$ cat config.mk
export PLATFORM = sky130hd
export DESIGN_NAME = cp0_unit
export DESIGN_NICKNAME = d
export VERILOG_FILES = /design/src/rtl/cp0_defs.sv /design/src/rtl/cp0_unit.sv
export SDC_FILE = /design/constraint.sdc
export NUM_CORES = 1
export LEC_CHECK = 0
export ABC_AREA = 1
export BUFFER_PORTS_ARGS = -buffer_cell sky130_fd_sc_hd__buf_2
export CAP_MARGIN = 10
export CORE_MARGIN = 1
export CORE_UTILIZATION = 50
export CTS_BUF_LIST = sky130_fd_sc_hd__clkbuf_4 sky130_fd_sc_hd__clkbuf_8
export CTS_CLUSTER_SIZE = 28
export DETAILED_ROUTE_END_ITERATION = 10
export GPL_ROUTABILITY_DRIVEN = 0
export HOLD_SLACK_MARGIN = 0.15
export PLACE_DENSITY = 0.89
export SYNTH_ARGS = -nofsm -noshare
export SYNTH_HDL_FRONTEND = slang
export SYNTH_SLANG_ARGS = --single-unit
$ cat constraint.sdc
create_clock -name clk -period 2.11 [get_ports clk]
set_clock_uncertainty 0.2 [all_clocks]
set_input_delay 0.211 -clock clk [delete_from_list [all_inputs] [get_ports clk]]
set_output_delay 0.211 -clock clk [all_outputs]
set_load 0.005 [all_outputs]
$ cat src/rtl/cp0_defs.sv
// Shared CP0 definitions: register numbers, field positions, exception codes.
package cp0_defs;

    localparam int unsigned DATA_W = 32;
    localparam int unsigned ADDR_W = 5;
    localparam int unsigned INT_W  = 6;
    localparam int unsigned EXC_W  = 5;

    localparam logic [ADDR_W-1:0] REG_SR    = 5'd12;
    localparam logic [ADDR_W-1:0] REG_CAUSE = 5'd13;
    localparam logic [ADDR_W-1:0] REG_EPC   = 5'd14;
    localparam logic [ADDR_W-1:0] REG_PRID  = 5'd15;

    localparam int unsigned SR_IM_LO    = 10;
    localparam int unsigned SR_IM_HI    = 15;
    localparam int unsigned SR_EXL      = 1;
    localparam int unsigned SR_IE       = 0;
    localparam int unsigned CAUSE_BD    = 31;
    localparam int unsigned CAUSE_IP_LO = 10;
    localparam int unsigned CAUSE_IP_HI = 15;
    localparam int unsigned CAUSE_EXC_LO = 2;
    localparam int unsigned CAUSE_EXC_HI = 6;

    localparam logic [EXC_W-1:0] EXC_INT  = 5'd0;
    localparam logic [EXC_W-1:0] EXC_ADEL = 5'd4;
    localparam logic [EXC_W-1:0] EXC_ADES = 5'd5;
    localparam logic [EXC_W-1:0] EXC_RI   = 5'd10;
    localparam logic [EXC_W-1:0] EXC_OV   = 5'd12;

    localparam logic [DATA_W-1:0] HANDLER_ADDR = 32'h0000_4180;

endpackage

$ cat src/rtl/cp0_unit.sv
// CP0: SR/Cause/EPC/PrID, interrupt vs. exception arbitration, eret handling.
module cp0_unit
    import cp0_defs::*;
#(
    parameter logic [31:0] PRID_VALUE = 32'h2020_0707,
    parameter logic [31:0] EPC_MASK   = 32'hFFFF_FFFC
) (
    input  logic        clk,
    input  logic        reset,
    input  logic [4:0]  addr,
    input  logic        we,
    input  logic [31:0] wdata,
    output logic [31:0] rdata,
    input  logic [31:0] pc,
    input  logic        bd,
    input  logic [4:0]  exc_code,
    input  logic [5:0]  hw_int,
    input  logic        eret,
    output logic        req,
    output logic [31:0] epc_out
);

    logic [INT_W-1:0]  sr_im;
    logic              sr_exl;
    logic              sr_ie;
    logic              cause_bd;
    logic [INT_W-1:0]  cause_ip;
    logic [EXC_W-1:0]  cause_exc;
    logic [DATA_W-1:0] epc;

    logic              int_pend;
    logic              exc_pend;
    logic [DATA_W-1:0] victim_pc;

    // Arbitration uses the registered SR, so an mtc0 only affects the next cycle.
    assign int_pend  = (|(hw_int & sr_im)) & sr_ie & ~sr_exl;
    assign exc_pend  = (exc_code != EXC_INT) & ~sr_exl;
    assign req       = int_pend | exc_pend;
    assign victim_pc = bd ? (pc - 32'd4) : pc;
    assign epc_out   = epc;

    always_ff @(posedge clk) begin
        if (reset) begin
            sr_im     <= '0;
            sr_exl    <= 1'b0;
            sr_ie     <= 1'b0;
            cause_bd  <= 1'b0;
            cause_ip  <= '0;
            cause_exc <= '0;
            epc       <= '0;
        end else begin
            cause_ip <= hw_int;
            if (req) begin
                // Exception entry overrides any concurrent mtc0 or eret.
                sr_exl    <= 1'b1;
                cause_bd  <= bd;
                cause_exc <= int_pend ? EXC_INT : exc_code;
                epc       <= victim_pc & EPC_MASK;
            end else begin
                if (we && addr == REG_SR) begin
                    sr_im  <= wdata[SR_IM_HI:SR_IM_LO];
                    sr_exl <= wdata[SR_EXL];
                    sr_ie  <= wdata[SR_IE];
                end
                if (we && addr == REG_EPC) begin
                    epc <= wdata & EPC_MASK;
                end
                if (eret) begin
                    sr_exl <= 1'b0;
                end
            end
        end
    end

    // Read mux; unimplemented bits and registers read as zero.
    always_comb begin
        rdata = '0;
        case (addr)
            REG_SR: begin
                rdata[SR_IM_HI:SR_IM_LO] = sr_im;
                rdata[SR_EXL]            = sr_exl;
                rdata[SR_IE]             = sr_ie;
            end
            REG_CAUSE: begin
                rdata[CAUSE_BD]                  = cause_bd;
                rdata[CAUSE_IP_HI:CAUSE_IP_LO]   = cause_ip;
                rdata[CAUSE_EXC_HI:CAUSE_EXC_LO] = cause_exc;
            end
            REG_EPC:  rdata = epc;
            REG_PRID: rdata = PRID_VALUE;
            default:  rdata = '0;
        endcase
    end

endmodule

# --- Yosys cells after proc, flatten, opt, wreduce, memory -nomap -nowiden ---
# Index checks and enable logic that the tools add are counted.
op_classes:
  n_addsub: 1
  multipliers: 0
  div: 0
  magnitude_cmp: 0
  n_eq_ne: 4
  shifts: 0
  mux: 13
  n_bitwise: 7
  n_reduce_logical: 7
ops:
  columns: ["operator", "n"]
  rows:
  - ["$mux 32", 3]
  - ["$sub 32x3->32 const B", 1]
  - ["$pmux 15 s2", 1]
  - ["$pmux 6 s4", 1]
  - ["$eq 5x4->1 const B", 4]
  - ["$pmux 5 s3", 1]
  - ["$and 6x6->6", 1]
  - ["$pmux 3 s2", 1]
  - ["$reduce_or 6->1", 1]
  - ["$mux 5", 1]
  - ["$reduce_bool 5->1", 1]
  - ["$pmux 2 s2", 1]
  - ["$and 1x1->1", 3]
  - ["$mux 1", 3]
  - ["$reduce_bool 3->1", 1]
  - ["$logic_and 1x1->1", 2]
  - ["$not 1->1", 2]
  - ["$pmux 1 s2", 1]
  - ["$reduce_and 2->1", 1]
  - ["$reduce_bool 2->1", 1]
  - ["$or 1x1->1", 1]
totals:
  ff_bits: 50
  latch_bits: 0
  ramBits: 0
  romBits: 0
  input_bits: 85
  output_inout_bits: 65
  wordCells: 39
  mem_count: 0

# --- Logic depth before layout (Yosys ltp) ---
# Gate-level depths: netlist (run 1).
depth:
  word_depth: 7
  ltp_mapped: 12
  mapped_depth_nobuf: 12

# --- Worst setup path before layout (run 1) ---
# Ideal clock, no wire load.
synth_path:
  path_kind: "reg-to-reg"
  from: "register sr_im[3]"
  to: "register cause_exc[0]"
  setup_ps: 117
  arrival_time_ps: 1231
  t_required_ps: 1793
  slack_ps: 561
  stages_incl_launch_ff: 12
  n_path_buf: 2
  synth_period_minus_slack_ps: 1549
  path_cell_list: "dfxtp_1 > nand2_1 > nand2_1 > inv_2 > nand2_1 > nand3_2 > nand2_4 > inv_2 > buf_6 > buf_6 > a21oi_1 > nor2_1"
synth_via:
  elab_chain_cells: 5
synth_rtl:
  columns: ["element", "line_no", "source"]
  rows:
  - ["start: declaration", "cp0_unit.sv:23", "logic [INT_W-1:0] sr_im;"]
  - ["start signal: assignment", "cp0_unit.sv:61", "sr_im <= wdata[SR_IM_HI:SR_IM_LO];"]
  - ["$and 6x6->6 (*)", "cp0_unit.sv:36", "assign int_pend = (|(hw_int & sr_im)) & sr_ie & ~sr_exl;"]
  - ["$reduce_or 6->1 (*)", "cp0_unit.sv:36", null]
  - ["$and 1x1->1 (*) (2 in series)", "cp0_unit.sv:36", null]
  - ["$mux 5 / $or 1x1->1 (equally long branches)", "cp0_unit.sv:57, cp0_unit.sv:38", null]
  - ["end signal: assignment", "cp0_unit.sv:57", "cause_exc <= int_pend ? EXC_INT : exc_code;"]
  - ["end: declaration", "cp0_unit.sv:28", "logic [EXC_W-1:0] cause_exc;"]
# Mark *: on every way between the ends. The rest lies on a longest branch, timed or not.
# A chain may end at the register's enable or synchronous reset.

# --- Worst setup path in the final report (run 1) ---
layout_path:
  from: "input port pc[14]"
  to: "register epc[21], in the netlist epc_out[21]"
layout_via:
  elab_chain_cells: 3
layout_rtl:
  columns: ["element", "line_no", "source"]
  rows:
  - ["start: declaration", "cp0_unit.sv:14", "input logic [31:0] pc,"]
  - ["$sub 32x3->32", "cp0_unit.sv:39", "assign victim_pc = bd ? (pc - 32'd4) : pc;"]
  - ["$mux 32", "cp0_unit.sv:39", null]
  - ["$mux 32", "cp0_unit.sv:53", "if (req) begin"]
  - ["end signal: assignment", "cp0_unit.sv:58", "epc <= victim_pc & EPC_MASK;"]
  - ["end signal: assignment", "cp0_unit.sv:66", "epc <= wdata & EPC_MASK;"]
  - ["end: declaration", "cp0_unit.sv:29", "logic [DATA_W-1:0] epc;"]
# Every way passes these cells.

==> results.json, run 1 <==
{
  "status": "complete, no violations",
  "finalSetupTns_ps": 0,
  "cts.sinks": 50,
  "ir_drop_mv": 0.353,
  "grt_max_degree": 30,
  "die_area_mm2": 0.00730,
  "synth-seq-cells": 50,
  "reg2reg_from": "sr_im[5]",
  "finalMaxSlewViolations": 0,
  "syn_area_mm2": 0.00348,
  "r2r_end": "epc_out[21]",
  "fin_ws_ps": 70.7,
  "max-slew-margin-rel": 0.579,
  "cp.arrival_ps": 2020,
  "cp_common_cell": "nand2_1",
  "place.port_buffers": 145,
  "wl_per_cell_um": 14.9,
  "start_kind": "input port",
  "cp_data_required_time_ps": 2100,
  "ys_types": 36,
  "setup_viol": 0,
  "via_count": 4769,
  "max_freq_mhz": 490,
  "hold_class": "in -> reg",
  "synthTopCellsByArea": "dfxtp_1, nand2_1, nor2_1",
  "multi_input_area_mm2": 0.00212,
  "die_w_um": 85.5,
  "num_rows": 30,
  "yosysWarnings": 0,
  "numCtsBuffers": 5,
  "clk_latency_ps": 310,
  "cts_tree": "yes",
  "synth_cells": 578,
  "pre_cts_slack_ps": 180,
  "dr.pass1.iters": 6,
  "clock_path_buffers": 2,
  "cts_root_buffer": "clkbuf_8",
  "critPathMaxStageDelay_ps": 520,
  "yosysTopAreaCellShare": 0.287,
  "p_per_area_mw_per_mm2": 459,
  "finalHoldViolCount": 0,
  "hpwl_um": 8370,
  "setup.worst_path.start": "pc[14]",
  "synth_seq_area_share": 0.287,
  "grt_overflow": 0,
  "clk_pin_slew_ps": 90,
  "ant_nets": 0,
  "ios": 150,
  "placedCellCount": 790,
  "synth_top_area_cell": "dfxtp_1",
  "path_cells": "dlygate4sd3_1 -> buf_2 -> nor2_1 -> nand2_1 -> nor2_2 -> nand2_2 -> nor2_4 -> nand2_1 -> nand2_1 -> nand3_1 -> nand2_1 -> a21oi_1",
  "drcViolationCount": 0,
  "antenna_found_initial": 0,
  "crit_type": "in -> reg",
  "initial_core_util": 0.516,
  "syn_to_final_growth_pct": 43.6,
  "chipHeight_um": 85.5,
  "layout_worst_path_cycle_share": 0.966,
  "drive_gt1_frac": 0.250,
  "htree_levels": 2,
  "period_needed_ps": 2040,
  "post_cts_buffers": 0,
  "wl_um": 12800,
  "cp_max_fo": 4,
  "drt-vias-per-instance": 5.55,
  "rr_worst_depth": 11,
  "worst_pin_slew_ps": 631,
  "drt_iter0_drc": 480,
  "critPathCaptureType": "flop",
  "rsz0062_at_grt": "no",
  "grt_pass1_wl_um": 20200,
  "grt_usage": 0.345,
  "diodes": 0,
  "n_fill_cell": 482,
  "core_mm2": 0.00676,
  "final_cells": 859,
  "regArea_mm2": 0.00100,
  "cap_violations": 0,
  "crit_path_end": "epc_out[21]",
  "avgSynthCellArea_um2": 6.03,
  "ff2ff_setup_slack_ps": 230,
  "first_global_vias": 4469,
  "p_leak_nw": 2.56,
  "crit_path_top_delay_cell": "dlygate4sd3_1",
  "fin_nets": 864
}
-- per-layer routing --
metal / part of all wire / up-vias / track usage / wire, um
li1: - / 2219 / - / -
met1: 0.38 / 2076 / 0.419 / 4890
met2: 0.46 / 373 / 0.564 / 5850
met3: 0.097 / 101 / 0.0623 / 1240
met4: 0.063 / 0 / 0.220 / 807
met5: 0 / - / 0 / 0
-- metrics by stage --
step	utilization	area (um^2)	total power [W]	hold slack, ps
after floorplan	-	3490	0.00137	118
after global placement	0.629	4250	0.00159	228
after detailed placement	0.629	4250	0.00160	237
after CTS	0.732	4950	0.00225	153
after global routing	0.740	5000	0.00240	177
final	0.740	5000	0.00230	170
-- how the worst min path moves through the flow --
stage,end,cells past startpoint,start,slack [ps]
floorplan,cause_ip[0],2,hw_int[0],120
global placement,cause_ip[3],3,hw_int[3],230
detailed placement,cause_ip[1],3,hw_int[1],240
CTS,epc_out[21],5,pc[21],150
global route,epc_out[12],4,pc[12],180
finish,epc_out[5],5,pc[5],170
-- final cells by class --
type / instances / share of cell area
inverters: 75 / 0.0563
clock buffers: 6 / 0.0153
flip-flops and latches: 50 / 0.200
clock inverters: 2 / 0.00275
well taps: 80 / 0.0200
repair buffers: 212 / 0.282
multi-input cells: 434 / 0.423
-- timing repair --
item | CTS | global route
endpoints found under the hold margin | 50 | 0
hold buffers | 60 | 0
pin swaps | 0 | 2
endpoints found under the setup margin | 1 | 6
gates resized for setup | 1 | 10
gates cloned | 0 | 1
-- cells in the mapped netlist (all sizes together) --
cell type / instances
nor3: 7
clkbuf: 3
a32o: 1
inv: 75
conb: 1
ha: 1
o211ai: 2
xor2: 9
o21bai: 2
or2: 1
nand2: 163
dfxtp: 50
a211oi: 2
xnor2: 1
buf: 18
nand4: 11
nand3b: 2
a31oi: 6
a22o: 4
nor2: 115
o21a: 1
nand3: 28
o21ai: 44
a21oi: 31
-- power breakdown --
group          internal, W  switching [W]  total, W
logic             0.000291       0.000359  0.000649
clock network     0.000248       0.000334  0.000581
registers          0.00101      0.0000499   0.00106
total              0.00155       0.000742   0.00230
-- critical path, delay by kind of cell --
family / cells / cell delay, ps
AOI/OAI and AO/OA: 1 / 60
buffers and inverters: 2 / 660
and+or+nand+nor: 9 / 1090
-- cells in the final DEF, fill, tap and decap left out, types with 8 or more instances in the layout --
master           n
nor2_1          98
nor2_2           9
o21ai_0         31
a21oi_1         31
inv_1           69
buf_2          145
o21ai_1         13
nand4_1         11
nand2_1        159
nand3_1         26
dlygate4sd3_1   60
xor2_1           8
dfxtp_1         50
-- state kept, by name, summed over array words and instances, names as in the netlist --
register   count
cause_ip       6
cause_exc      5
sr_im          6
epc_out       30
sr_exl         1
sr_ie          1
cause_bd       1
-- logic make-up (layout without fill, tap and decap cells) --
family	Yosys count	in the layout	synth area share
fa+ha+maj	1	1	0.00359
simple gates	327	328	0.411
flops	50	50	0.287
other cells	1	2	0.00108
buf+inv	96	295	0.122
xor+xnor	10	10	0.0251
compound gates	93	93	0.149
No activity file was read; power rests on OpenSTA's default activity.
==> run 2: changes to the inputs <==
Settings changed: MAX_ROUTING_LAYER set to met4.
==> run 2 against run 1 <==
  * The run now ends with negative setup slack left
  * Highest routed layer unchanged
  * Sequential power about the same
  * Register-to-register slack about the same
  * Largest cell class unchanged
  * Fmax decreased by 3.4%
  * Clock power about the same
  * Utilization increased by 0.33 points
  * Via count decreased by 1.1%
  * Critical path depth decreased by 2
==> results.json, run 2 (synthesis gave the netlist of run 1 again) <==
{
  "status": "complete, but fails checks",
  "violations": "negative setup slack",
  "r2r_end": "epc_out[21]",
  "crit_type": "in -> reg",
  "wl_per_cell_um": 15.0,
  "drcViolationCount": 0,
  "clk_latency_ps": 310,
  "num_rows": 30,
  "crit_path_top_delay_cell": "dlygate4sd3_1",
  "grt_overflow": 0,
  "hold_ws_ps": 175,
  "diodes": 0,
  "rsz0062_at_grt": "no",
  "via_count": 4717,
  "worst_pin_slew_ps": 632,
  "fin_nets": 867,
  "cp.arrival_ps": 2100,
  "htree_levels": 2,
  "p_per_area_mw_per_mm2": 460,
  "n_fill_cell": 481,
  "hpwl_um": 8370,
  "fin_total_pwr_w": 0.00231,
  "finalHoldViolCount": 0,
  "cp_max_fo": 4,
  "start_kind": "input port",
  "wl_um": 12900,
  "clk_pin_slew_ps": 90,
  "grt_usage": 0.356,
  "drt_iter0_drc": 474,
  "numCtsBuffers": 5,
  "die_w_um": 85.5,
  "max_freq_mhz": 474,
  "whs_path_depth": 5,
  "critPathCaptureType": "flop",
  "largest_reg_flops": 30,
  "antenna_found_initial": 0,
  "setup_viol": 1,
  "period_needed_ps": 2110,
  "grt_max_degree": 30,
  "syn_to_final_growth_pct": 44.3,
  "cts_root_buffer": "clkbuf_8",
  "core_mm2": 0.00676,
  "layout_worst_path_cycle_share": 1.00,
  "ff2ff_setup_slack_ps": 220,
  "ir_drop_mv": 0.352,
  "reg2reg_from": "sr_im[5]",
  "dr.pass1.iters": 9,
  "critPathMaxStageDelay_ps": 560,
  "finalMaxSlewViolations": 0,
  "final_cell_mix": "nand2_1, buf_2, nor2_1",
  "drive_gt1_frac": 0.253,
  "cap_violations": 0,
  "cts.sinks": 50,
  "initial_core_util": 0.516,
  "chipHeight_um": 85.5,
  "path_cells": "dlygate4sd3_1 -> buf_2 -> nor2_1 -> nand2_1 -> nor2_1 -> nand4_1 -> nor2_1 -> nand2_1 -> nand3_1 -> a21oi_1",
  "first_global_vias": 4471,
  "place.port_buffers": 145,
  "max-slew-margin-rel": 0.578,
  "cp_data_required_time_ps": 2100,
  "clock_path_buffers": 2,
  "rr_worst_depth": 11,
  "grt_pass1_wl_um": 20200,
  "cp_common_cell": "nor2_1",
  "hold_class": "in -> reg",
  "fin_ws_ps": -1.11,
  "die_area_mm2": 0.00730,
  "drt-vias-per-instance": 5.47,
  "final_common_cell": "nand2_1",
  "cts_tree": "yes",
  "pre_cts_slack_ps": 180,
  "min_to": "epc_out[5]",
  "min_from": "pc[5]",
  "ios": 150,
  "p_leak_nw": 2.57,
  "ant_nets": 0
}
==> run 2: through the flow <==
step	setup TNS (ps)	utilization	cells	instance area [um^2]
CTS	0	0.732	858	4950
detailed placement	0	0.629	790	4250
global placement	0	0.629	790	4250
global route	0	0.744	862	5020
finish	-1.11	0.744	862	5020
floorplan	0	-	579	3490
==> run 2: timing repair <==
action / 4_1_cts / 5_1_grt
hold endpoints to repair: 50 / 0
setup buffers: 0 / 3
endpoints found under the setup margin: 1 / 6
pin swaps: 0 / 3
gates resized for setup: 1 / 10
hold buffers: 60 / 0
cloned: 0 / 1
==> run 2: worst max-delay path, delay by kind of cell <==
kind	cells	cell delay, ps
AND/OR/NAND/NOR	7	1070
buffers and inverters	2	730
AO/OA/AOI/OAI	1	80
==> run 2: layout make-up <==
| type | count | area (um^2) | area share |
|---|---|---|---|
| multi-input combinational | 434 | 2120 | 0.422 |
| timing repair buffer | 215 | 1430 | 0.285 |
| sequential | 50 | 1000 | 0.199 |
| inverter | 75 | 282 | 0.0560 |
| tap | 80 | 100 | 0.0199 |
| clock buffer | 6 | 76.3 | 0.0152 |
| clock inverter | 2 | 13.8 | 0.00274 |
==> run 2: per-layer routing <==
| metal | global-route usage | vias to the layer above | part of all wire |
|---|---|---|---|
| met5 | - | - | 0 |
| met4 | 0.224 | 0 | 0.065 |
| met3 | 0.0661 | 98 | 0.081 |
| met2 | 0.561 | 349 | 0.46 |
| met1 | 0.418 | 2048 | 0.39 |
| li1 | - | 2222 | - |
==> run 2: report_power, final <==
part	internal (W)	switching, W
logic	0.000298	0.000363
registers	0.00101	0.0000501
clock network	0.000248	0.000336
total	0.00156	0.000749
==> run 2: worst max path at each step <==
stage,start,end,slack (ps),depth (start not counted)
after CTS,sr_im[1],req,20,8
final,pc[17],epc_out[27],-1,10
after detailed placement,pc[2],epc_out[22],180,12
after global routing,pc[11],epc_out[21],1,12
after global placement,pc[2],epc_out[22],240,12
after floorplan,sr_im[3],cause_exc[0],560,11
